[config.mk]
export PLATFORM = sky130hd
export DESIGN_NAME = prog_seq
export DESIGN_NICKNAME = d
export VERILOG_FILES = /design/src/rtl/prog_seq.sv
export SDC_FILE = /design/constraint.sdc
export NUM_CORES = 1
export LEC_CHECK = 0
export CAP_MARGIN = 20
export CORE_AREA = 8 8 111 113
export CTS_CLUSTER_SIZE = 30
export DETAILED_ROUTE_END_ITERATION = 12
export DIE_AREA = 0 0 119 121
export SYNTH_ARGS = -nofsm -noshare
export SYNTH_HDL_FRONTEND = slang
export SYNTH_SLANG_ARGS = --single-unit
[constraint.sdc]
create_clock -name Clk -period 2.2 [get_ports Clk]
set_input_delay 0.66 -clock Clk [delete_from_list [all_inputs] [get_ports Clk]]
set_output_delay 0.66 -clock Clk [all_outputs]
set_load 0.005 [all_outputs]
[src/rtl/prog_seq.sv]
// prog_seq: program sequencer driving PC control (Start, Jen, Jump, StallCtr) with jump LUT and Req/Done handshake
//   Clk, Reset         clock, synchronous active-high reset
//   Req                host run request (IDLE/HALT only)
//   Instr, PC, Zero    fetched instruction, current PC, ALU zero flag (qualified inside the PC)
//   LutWe/Addr/Data    jump-LUT write port, honoured in IDLE only
//   Start, Jen, Jump   PC hold, jump enable, jump target
//   StallCtr           multi-cycle stall indicator
//   Done, HaltPC       completion flag and PC captured at HALT
module prog_seq #(
  parameter int PC_W      = 8,
  parameter int LUT_DEPTH = 8,
  parameter int STALL_CYC = 4
) (
  input  logic            Clk,
  input  logic            Reset,
  input  logic            Req,
  input  logic [8:0]      Instr,
  input  logic [PC_W-1:0] PC,
  input  logic            Zero,
  input  logic            LutWe,
  input  logic [2:0]      LutAddr,
  input  logic [PC_W-1:0] LutData,
  output logic            Start,
  output logic            Jen,
  output logic [PC_W-1:0] Jump,
  output logic            StallCtr,
  output logic            Done,
  output logic [PC_W-1:0] HaltPC
);
  localparam logic [1:0] IDLE  = 2'd0;
  localparam logic [1:0] RUN   = 2'd1;
  localparam logic [1:0] STALL = 2'd2;
  localparam logic [1:0] HALT  = 2'd3;
  logic [1:0]      state, nxt;
  logic [2:0]      cnt;
  logic [2:0]      op;
  logic [PC_W-1:0] lut [LUT_DEPTH];
  logic            unused_bits;
  assign op          = Instr[8:6];
  // Zero is qualified by the PC itself; Instr[5:3] carries no sequencer information
  assign unused_bits = ^{Zero, Instr[5:3]};
  always_comb begin
    nxt = state == IDLE  ? (Req ? RUN : IDLE) :
          state == RUN   ? (op == 3'b110 ? STALL : op == 3'b101 ? HALT : RUN) :
          state == STALL ? (cnt == 3'd0 ? RUN : STALL) :
                           (Req ? HALT : IDLE);
  end
  assign Start    = state == IDLE || state == HALT;
  assign StallCtr = state == STALL;
  assign Jen      = state == RUN && op == 3'b111;
  assign Jump     = Jen ? lut[Instr[2:0]] : '0;
  always_ff @(posedge Clk) begin
    if (Reset) begin
      state  <= IDLE;
      cnt    <= '0;
      Done   <= 1'b0;
      HaltPC <= '0;
      lut    <= '{default: '0};
    end else begin
      state  <= nxt;
      // count is reloaded on entry and only decremented while in STALL, so its wrap at exit is harmless
      cnt    <= state == RUN && op == 3'b110 ? 3'(STALL_CYC - 1) : state == STALL ? cnt - 3'd1 : cnt;
      Done   <= state == HALT && Req;
      HaltPC <= state == RUN && op == 3'b101 ? PC : HaltPC;
      if (state == IDLE && LutWe) lut[LutAddr] <= LutData;
    end
  end
endmodule
; Word level (Yosys, flattened, before mapping)
; Index checks and enable logic that the tools add are counted.
; W data, S select, Z words.
[word_totals]
output_inout_bits = 20
register_bits = 78
in_bits = 33
[op_classes]
n_lt_le_gt_ge = 3
bitwise = 2
n_addsub = 1
reduce_logical = 11
muxes = 17
eq_ne = 6
[op_table]
columns = operator, count
row1 = $bwmux W64, 1
row2 = $mux W8, 4
row3 = $bmux W8 S3, 1
row4 = $demux W8 S3, 1
row5 = $mux W2, 9
row6 = $eq A3 B3 Y1 const B, 3
row7 = $ge A4 B4 Y1 const B, 2
row8 = $not A3 Y4, 2
row9 = $logic_and A1 B1 Y1, 6
row10 = $eq A2 B2 Y1 const B, 2
row11 = $lt A4 B1 Y1 const B, 1
row12 = $logic_not A3 Y1, 1
row13 = $sub A3 B1 Y3 const B, 1
row14 = $eq A2 B1 Y1 const B, 1
row15 = $logic_not A2 Y1, 1
row16 = $reduce_bool A2 Y1, 1
row17 = $reduce_or A2 Y1, 1
row18 = $logic_or A1 B1 Y1, 1
row19 = $mux W1, 1

; Longest topological paths before layout
[logic_depth]
ltp_word = 6
mapped_depth = 7

; Least setup slack after synthesis
; OpenSTA, ideal clock, no wires.
[synth_timing]
kind = in2out
startpoint = input port Instr[1]
endpoint = output port Jump[5]
stages = 4
arrival_ps = 1651
path_slack_ps = -111
path_cell_list = clkbuf_1 -> buf_2 -> mux4_2 -> a22o_1
[synth_between]
elab_chain_len = 5
[synth_lines]
columns = item, line_no
row1 = from (decl), 17  ; input logic [8:0] Instr,
row2 = $not A3 Y4 (not written as such), 51  ; assign Jump = Jen ? lut[Instr[2:0]] : '0;
row3 = $bmux W8 S3, 51
row4 = $mux W8 (not written as such) (2 in series), 51
row5 = $mux W8, 51
row6 = to (decl), 25  ; output logic [PC_W-1:0] Jump,
; Every way passes these cells. The select of a mux whose other input is x is not followed.

; Worst setup path in the final report
[layout_timing]
startpoint = input port Instr[0]
endpoint = output port Jump[5]
; The elaborated chain is that of the path after synthesis.

==> impl_results.md <==
* Status: finished with violations
* Failing checks: negative setup slack
* DRT Pass-1 Iters at 5
* Hpwl dp at 6.633 mm
* PD cells at 621.4 nW/um^2
* Max IR drop VDD at 0.0002403 V
* Reg area at 1567 um^2
* Critical Path RT at 1.54 ns
* H-Tree Depth at 3
* Crit path max fanout at 8
* Hold WC Path Type: register to register
* Async SR Flop Fraction at 0%
* Most frequent cell after synthesis: dfxtp_1
* Clock slew at reported path FFs at 0.07 ns
* ANT cells at 0
* Worst Tran Pin Value at 0.5921 ns
* Nature of the critical path endpoint: output port
* Post-Synth XOR/XNOR Area at 0.4814%
* Final hold slack at 0.4557 ns
* #FFs+latches synth at 78
* Area grow syn2layout at 29.78%
* Sequential fraction of the synthesis area at 42.92%
* Pre-CTS WS at -1.131 ns
* Slowest-stage cell, CP: mux4_2
* CP bufs+invs at 4
* First DRT Iteration DRCs at 343
* Clk root buf: clkbuf_8
* GRT Overall Usage at 15.26%
* First-pass GRT wire length at 17.53 mm
* RSZ-0062 raised after global routing: true
* Net Count, Synth at 458
* Rows at 38
* Max-cap violations at 0
* Fin. Hold Viols at 0
* Chip Width at 119 um
* Cells after synthesis at 419
* Post-synth top area share at 42.92%
* Synth Area in Compound Gates at 22.11%
* Post-synth EDFFs at 0
* Worst setup margin at -0.2795 ns
* Largest net degree at the start of global routing at 33
* Initial antenna violation count at 0
* Max Freq at 403.3 MHz
* Kind of critical path: input pin to output port
* Synth top area cells: dfxtp_1, a21oi_1, nand3_1, o21ai_0, mux4_2
* P_leak at 1.653 nW
* Largest delay share family, worst path: multiplexers
* Vias at 3348
* GPL Wtd Cong at 0.7451
* Worst stage delay on the critical path at 0.47 ns
* Layout cell share with drive strength beyond 1 at 18.82%
* Initial Utilization at 34.32%
* Clock Latency Late Sink at 0.36 ns
* Fillers at 1042
* Top cell by count, worst path: buf_12
* Adder-cell share of the synthesized area at 2.063%
* Kind of start point of the critical path: input pin
* DRT Wirelength at 10.92 mm
* Most used DFF post-synth: dfxtp_1
* Post-Synth Simple-Gate Area at 14.75%
* CTS Sinks at 78
* Die height at 121 um
* Pwr Total at 2.934 mW
* Final Max Slew Viols at 0
* Nets at 508
* Post-synth cell types at 31
* Vias in the first global route at 3255
* Fin crit share at 112.7%
* Core area at 10600 um^2
* Post-synthesis mux area share at 10.52%
* Synth area leader: dfxtp_1
* Mapped cell area at 3638 um^2
* Avg Vias per Cell at 5.462
* Clock skew at 0.009715 ns
* CTS tree: done
* Arr. time, crit path at 1.82 ns
* Clk buf depth at 2
* # setup viols final at 8
* GR Overflow Total at 0
* TritonCTS Buffers at 9
* DRC at 0
* Setup TNS at -1.979 ns
* Slew margin rel. at 60.53%
* I/O pin total at 53
* Syn Area/Cell at 8.684 um^2
* Util after Layout at 44.54%
* Critical-path cell list: buf_12 -> buf_12 -> buf_12 -> mux4_2 -> a22o_1 -> buf_2
* Port Buffer Count at 48
* Largest family of logic cells by synthesized area: compound AO/OA/AOI/OAI gates
* Post-synth top cells: dfxtp_1, a21oi_1, nand3_1, o21ai_0, clkbuf_1
* Synth warn at 0
* Routed len/inst at 17.81 um
* Die ar. at 14400 um^2
* Antenna-violating nets left at 0
* Cts-stage hold buffer count at 0
* Final Critical Period at 2.480 ns
* Multi-input logic area at 1823 um^2
==> metrics by stage <==
stage | area (um^2) | instances
global route | 4722 | 613
CTS | 4732 | 614
floorplan | 3650 | 419
detailed placement | 4379 | 582
global placement | 4379 | 582
finish | 4722 | 613
==> logic make-up after synthesis <==
| group | count (synthesis) |
|---|---|
| flops | 78 |
| fa+ha+maj | 6 |
| xor+xnor | 2 |
| simple gates | 106 |
| mux | 16 |
| buf+inv | 59 |
| compound gates | 152 |
==> sequential cells by signal, indices dropped and copies added (netlist names) <==
signal,cells
lut,64
cnt,3
state,2
HaltPC,8
Done,1
==> cell type report <==
type	instances	area share, %
Clock buffer	11	2.782
Clock inverter	4	1.033
Sequential cell	78	33.17
Timing Repair Buffer	90	20.06
Inverter	8	0.6359
Tap cell	140	3.710
Multi-Input combinational cell	282	38.61
==> tightest hold or removal path: cells and delay by family (launching register included) <==
family / cells / cell delay, ns
AO/OA/AOI/OAI: 1 / 0.05
AND/OR/NAND/NOR: 1 / 0.05
flip-flops: 1 / 0.31
==> worst paths after layout <==
path	endpoint	slack, ns	depth (start not counted)	start
worst max-delay path	Jump[5]	-0.28	6	Instr[0]
worst min-delay path	HaltPC[5]	0.46	2	HaltPC[5]
worst max register to register	lut[33]	0.63	7	state[1]
worst min register to register	HaltPC[5]	0.46	2	HaltPC[5]
==> where the power goes <==
part           total [mW]  internal (mW)  switching (mW)
registers            1.46           1.44          0.0168
logic               0.425          0.195           0.230
clock network        1.05          0.518           0.534
==> cell usage in the layout, fill, tap and decap left out, drive strengths merged <==
cell type | synthesis | routed
a21oi | 75 | 75
a22o | 8 | 8
a311o | 1 | 1
a311oi | 1 | 1
a31oi | 1 | 1
and2 | 2 | 2
and3 | 1 | 1
and3b | 2 | 2
and4 | 1 | 1
and4b | 1 | 1
buf | 14 | 53
bufinv | 0 | 1
clkbuf | 37 | 11
clkdlybuf4s15 | 0 | 4
clkdlybuf4s50 | 0 | 30
clkinv | 0 | 3
dfxtp | 78 | 78
dlygate4sd2 | 0 | 2
dlymetal6s2s | 0 | 1
ha | 6 | 6
inv | 8 | 8
mux4 | 16 | 16
nand2 | 21 | 21
nand2b | 2 | 2
nand3 | 65 | 65
nand3b | 1 | 1
nand4b | 2 | 2
nor2 | 4 | 4
nor2b | 3 | 3
o21ai | 65 | 65
o32ai | 1 | 1
or2 | 1 | 1
xnor2 | 2 | 2
==> per-layer routing <==
| layer | share of wire (%) | vias to the layer above | GRT usage, % |
|---|---|---|---|
| met3 | 5.5 | 15 | 1.954 |
| met4 | 1.6 | 0 | 7.589 |
| met1 | 43 | 1613 | 19.09 |
| li1 | - | 1607 | - |
| met5 | 0 | - | 0 |
| met2 | 50 | 113 | 25.47 |
==> timing repair <==
action,CTS,global route
gates cloned,1,0
setup buffers,16,0
endpoints found under the setup margin,10,10
gates resized for setup,74,7
pin swaps,10,8
No activity file was read; power rests on OpenSTA's default activity.
